===== config.mk =====
export PLATFORM = sky130hd
export DESIGN_NAME = branch_ctrl
export DESIGN_NICKNAME = d
export VERILOG_FILES = /design/src/rtl/branch_ctrl.sv
export SDC_FILE = /design/constraint.sdc
export NUM_CORES = 1
export LEC_CHECK = 0
export ABC_AREA = 1
export CAP_MARGIN = 20
export CORE_ASPECT_RATIO = 2
export CORE_MARGIN = 2
export CORE_UTILIZATION = 44
export DETAILED_ROUTE_END_ITERATION = 8
export PLACE_DENSITY = 0.9
export RECOVER_POWER = 100
export SYNTH_ARGS = -nofsm -noshare
export SYNTH_HDL_FRONTEND = slang
export SYNTH_SLANG_ARGS = --single-unit
export TNS_END_PERCENT = 20

===== constraint.sdc =====
create_clock -name clk -period 1.7 [get_ports clk]
set_clock_uncertainty 0.2 [all_clocks]
set_input_delay 0.17 -clock clk [delete_from_list [all_inputs] [get_ports clk]]
set_output_delay 0.17 -clock clk [all_outputs]
set_load 0.005 [all_outputs]

===== src/rtl/branch_ctrl.sv =====
// rtl/branch_ctrl.sv - branch resolution controller with flag-hazard wait and post-redirect flush
//
// Decodes B (opcode 1100, PC-relative) and BR (opcode 1101, register) branches,
// waits for any pending flag write, evaluates the condition for one cycle, and
// on a taken branch redirects fetch and then holds flush for FLUSH_CYCLES cycles.
//
// Ports:
//   clk          clock, all state updates on the rising edge
//   rst          asynchronous active-low reset
//   instr_valid  instr/pc/reg_target carry a valid decoded instruction
//   instr        [15:12] opcode, [11:9] condition, [8:0] signed word offset
//   pc           byte address of instr
//   reg_target   register-file read value used as the BR target
//   flag_busy    an older flag-writing instruction is still outstanding
//   cond_true    condition evaluator result for cc_cond
//   cc_cond      latched condition code (WAIT and EVAL only, else 0)
//   stall        hold fetch/decode (combinational)
//   redirect     one-cycle pulse in EVAL when the branch is taken
//   redirect_pc  taken-branch target, valid while redirect=1
//   flush        squash younger instructions after a taken branch
//   taken_cnt    taken-branch count (wraps)
//   ntaken_cnt   not-taken-branch count (wraps)

module branch_ctrl #(
  parameter int FLUSH_CYCLES = 2
) (
  input  logic        clk,
  input  logic        rst,
  input  logic        instr_valid,
  input  logic [15:0] instr,
  input  logic [15:0] pc,
  input  logic [15:0] reg_target,
  input  logic        flag_busy,
  input  logic        cond_true,
  output logic [2:0]  cc_cond,
  output logic        stall,
  output logic        redirect,
  output logic [15:0] redirect_pc,
  output logic        flush,
  output logic [15:0] taken_cnt,
  output logic [15:0] ntaken_cnt
);

  typedef enum logic [1:0] {
    S_IDLE  = 2'd0,
    S_WAIT  = 2'd1,
    S_EVAL  = 2'd2,
    S_FLUSH = 2'd3
  } state_t;

  // Down-counter reload: counts FLUSH_CYCLES-1 .. 0 so flush lasts FLUSH_CYCLES cycles.
  localparam logic [2:0] FLUSH_LAST = 3'(FLUSH_CYCLES - 1);

  state_t      state;
  logic [2:0]  cond_q;
  logic [2:0]  flush_left;
  logic        is_branch;
  logic        accept;
  logic [15:0] b_target;

  // Opcodes 1100 and 1101 share the upper three bits; bit 12 selects BR.
  assign is_branch = (instr[15:13] == 3'b110);
  assign accept    = (state == S_IDLE) && instr_valid && is_branch;

  // pc + 2 + (sign-extended word offset << 1), wrapping at 16 bits.
  assign b_target = pc + 16'd2 + {{6{instr[8]}}, instr[8:0], 1'b0};

  // The target is resolved at accept time so only one 16-bit register is kept.
  // stall, redirect and cc_cond are combinational: stall must react to the
  // instruction in the accept cycle, and redirect to cond_true in EVAL.
  assign stall    = (rst && accept) || (state == S_WAIT);
  assign redirect = (state == S_EVAL) && cond_true;
  assign flush    = (state == S_FLUSH);
  assign cc_cond  = ((state == S_WAIT) || (state == S_EVAL)) ? cond_q : 3'b000;

  always_ff @(posedge clk or negedge rst) begin
    if (!rst) begin
      state       <= S_IDLE;
      cond_q      <= 3'b000;
      flush_left  <= 3'b000;
      redirect_pc <= 16'h0000;
      taken_cnt   <= 16'h0000;
      ntaken_cnt  <= 16'h0000;
    end else begin
      case (state)
        S_IDLE: begin
          if (accept) begin
            cond_q      <= instr[11:9];
            redirect_pc <= instr[12] ? reg_target : b_target;
            state       <= flag_busy ? S_WAIT : S_EVAL;
          end
        end
        S_WAIT: begin
          if (!flag_busy) begin
            state <= S_EVAL;
          end
        end
        S_EVAL: begin
          if (cond_true) begin
            taken_cnt  <= taken_cnt + 16'd1;
            flush_left <= FLUSH_LAST;
            state      <= S_FLUSH;
          end else begin
            ntaken_cnt <= ntaken_cnt + 16'd1;
            state      <= S_IDLE;
          end
        end
        S_FLUSH: begin
          if (flush_left == 3'b000) begin
            state <= S_IDLE;
          end else begin
            flush_left <= flush_left - 3'd1;
          end
        end
        default: state <= S_IDLE;
      endcase
    end
  end

endmodule


==> impl_metrics.csv <==
group,metric,value,unit
placement,io_buffers,106,
power_and_ir_drop,swShare,0.369,
run_status,violations,"negative setup slack",
sta,slew_headroom,0.454,
cells_and_area,diodes,0,
synthesis,ys_dominant_reg_cell,"dfrtp_1",
power_and_ir_drop,pwr-share-seq,0.301,
synthesis,ys_types,32,
synthesis,synth_edf_count,0,
cells_and_area,final_cells,755,
clocking,ctsHtreeMaxLevel,2,
detailed_routing,vias_per_cell,5.35,
floorplanning,die_h,135,um
power_and_ir_drop,clockPowerShare,0.180,
floorplanning,io_pins,107,
sta,timing.final.max_slew_violations,0,
detailed_routing,drt_iter0_drc,178,
synthesis,syn_inst,481,
floorplanning,coreArea,0.00829,mm2
critical_path,critPathRequiredTime,1.72,ns
cells_and_area,synthToLayoutAreaGrowth,65.4,%
floorplanning,design.die.area,0.00932,mm2
cells_and_area,drive_above_1_share,0.307,
critical_path,reg2reg_depth,10,
synthesis,yosysTopAreaCell,"dfrtp_1",
critical_path,crit_arrival,1.99,ns
placement,placed_cells_incl_taps,724,
detailed_routing,wl_per_cell,17.5,um
detailed_routing,vias,4038,
clocking,clock_path_buffers,2,
detailed_routing,drc_errors,0,
cells_and_area,fin_nets,746,
sta,min_period,1.96,ns
flow_run,maxCapViolCount,0,
global_routing,grt_pass1_vias,4198,
placement,place.gp.congestion,0.986,
clocking,cts_tree,"built",
synthesis,synth.avg_cell_area,7.79,um2
critical_path,crit_path_end_kind,"flip-flop",
global_routing,grt_max_degree,57,
hold_path,min_path_cells,6,
power_and_ir_drop,leakagePower,0.00308,uW
sta,tightest_slew,0.820,ns
power_and_ir_drop,powerDensity,1090,mW/mm2
critical_path,worstPathMaxFanout,3,
global_routing,grt-ovfl-total,0,
floorplanning,num_rows,47,
synthesis,synth_nets,571,
sta,max_freq,509,MHz
clocking,cts_sinks,56,
placement,dp_hpwl,8750,um
sta,final_hold_viol_count,0,
floorplanning,start_util,0.452,
clocking,clk_latency,0.30,ns
global_routing,grtUsageTotal,0.267,
clocking,clkTransAtPathRegs,0.08,ns
run_status,status,"finished, violations left",
synthesis,async_flop_share,1.00,
global_routing,grt_pass1_wl,19600,um
synthesis,ys_warn_count,0,
critical_path,crit_type,"flip-flop to flip-flop",
floorplanning,chipWidth,69.3,um
clocking,cts_buffers,5,
power_and_ir_drop,p_switching,2490,uW
detailed_routing,finalWirelength,13200,um
hold_path,hold_class,"input pin to flip-flop",
sta,finalCritPeriodShare,1.16,
detailed_routing,ant_nets,0,
sta,rsz0062_at_grt,"true",
clocking,cts_root_buf,"clkbuf_16",
power_and_ir_drop,p_int,4260,uW
synthesis,synth.area.top_cells,"dfrtp_1, nand2_1, ha_1, inv_1, xor2_1",
sta,fin_ws,-0.264,ns
sta,tns,-5.23,ns
sta,setup_viol,45,
power_and_ir_drop,comb_power_share,0.518,
synthesis,synth_top_area_share,0.374,
synthesis,ys_seq_elements,56,
power_and_ir_drop,vdd_drop_max,0.664,mV
synthesis,seq_area_frac_synth,0.374,
synthesis,syn_area,0.00375,mm2
global_routing,antenna_found_initial,0,
critical_path,cp-start-kind,"flip-flop",
sta,worst_hold_slack,0.146,ns
detailed_routing,drt-pass1-iter-count,4,
==> state kept, by name (all words and copies together), names as in the netlist <==
name         count
taken_cnt       16
cond_q           3
flush_left       3
ntaken_cnt      16
redirect_pc     16
state            2
==> layer usage <==
layer | track usage | share of wire
met3 | 0.0388 | 0.047
met4 | 0.119 | 0.044
met5 | 0 | 0
met2 | 0.561 | 0.59
met1 | 0.237 | 0.31
==> Yosys cell counts (2+ instances only) <==
cell type  count
ha_1          36
dfrtp_1       56
nand2_2        4
xnor2_1       14
xor2_1        19
nor2_4         4
inv_1         66
clkinv_1       2
nand3_1       21
nor2_2         2
clkbuf_1       4
nor3_4         3
o21ai_0       11
a21oi_1       26
a31oi_1        3
nand4_1        8
nand2_1      149
nor2_1        39
==> cells in the final DEF (no fill, tap or decap), types with 2 or more instances in the layout <==
cell type | Yosys | final
o21ai_0 | 11 | 6
buf_2 | 1 | 6
nor3_4 | 3 | 3
nor2_2 | 2 | 6
clkbuf_1 | 4 | 4
dfrtp_1 | 56 | 56
buf_12 | 0 | 3
a21oi_1 | 26 | 21
nand3_2 | 1 | 9
nand2_2 | 4 | 24
a21oi_2 | 0 | 4
nand2_4 | 0 | 5
o21ai_2 | 1 | 3
xor2_1 | 19 | 18
xnor2_1 | 14 | 14
clkdlybuf4s50_1 | 0 | 64
inv_1 | 66 | 51
dlygate4sd2_1 | 0 | 16
a31oi_1 | 3 | 3
nor2_1 | 39 | 33
buf_6 | 0 | 8
ha_4 | 0 | 29
ha_1 | 36 | 6
buf_4 | 0 | 52
dlygate4sd3_1 | 0 | 12
clkbuf_2 | 0 | 3
nand2_1 | 149 | 123
nand4_1 | 8 | 8
nor3_2 | 1 | 2
inv_2 | 1 | 16
clkbuf_16 | 0 | 6
nand3_1 | 21 | 12
nor2_4 | 4 | 6
o21ai_1 | 0 | 3
==> worst max-delay path, cell delays in order (launching register included) <==
cell	delay, ns
dfrtp_1	0.39
inv_2	0.07
buf_6	0.10
ha_4	0.14
buf_4	0.12
nand2_4	0.06
nor3_4	0.14
nand4_1	0.23
nor2_2	0.17
buf_4	0.13
xor2_1	0.14
==> cell families after synthesis <==
group | synth area share
AND/OR/NAND/NOR | 0.286
buffers and inverters | 0.0744
flip-flops | 0.374
AO/OA/AOI/OAI | 0.0631
adder cells (fa/ha/maj) | 0.126
XOR/XNOR | 0.0771
==> power groups by stage <==
stage	registers (uW)	logic [uW]	clock network (uW)
floorplan	2020	1220	0
global placement	2000	2670	0
detailed placement	2010	2790	0
CTS	2010	3210	1240
global route	2070	3770	1290
finish	2030	3500	1220
==> per-stage QoR <==
step	power, uW	util	instance area (um2)	worst slack (ns)
floorplan	3240	-	3810	-0.115
global placement	4670	0.639	5300	-0.768
detailed placement	4800	0.639	5300	-0.861
CTS	6470	0.717	5950	-0.304
global route	7130	0.748	6200	-0.374
finish	6750	0.748	6200	-0.264
==> path summary, 6_finish.rpt <==
kind	slack (ns)	start	end
worst max-delay path	-0.26	state[0]$_DFFE_PN0P_	ntaken_cnt[11]$_DFFE_PN0P_
worst min-delay path	0.15	pc[1]	redirect_pc[1]$_DFFE_PN0P_
worst max register to register	-0.26	state[0]$_DFFE_PN0P_	ntaken_cnt[11]$_DFFE_PN0P_
worst min register to register	0.28	ntaken_cnt[15]$_DFFE_PN0P_	ntaken_cnt[15]$_DFFE_PN0P_
max in group asynchronous	0.25	rst	ntaken_cnt[5]$_DFFE_PN0P_
min in group asynchronous	0.52	rst	flush_left[0]$_DFFE_PN0P_
==> what timing repair did <==
item                                    4_1_cts  5_1_grt
gates cloned                                  0        1
buffers inserted                              7       14
hold buffers                                  1        0
endpoints found under the setup margin       44       50
pin swaps                                    48       22
resized for setup                           131       55
hold endpoints to repair                     56        0
==> final cells by class <==
type,count,area (um2)
clock inverters,3,46.3
well taps,98,123
fillers,538,2090
multi-input cells,351,2680
flip-flops and latches,56,1400
inverters,69,262
clock buffers,5,125
repair buffers,173,1570
(Power assumes the default switching activity.)
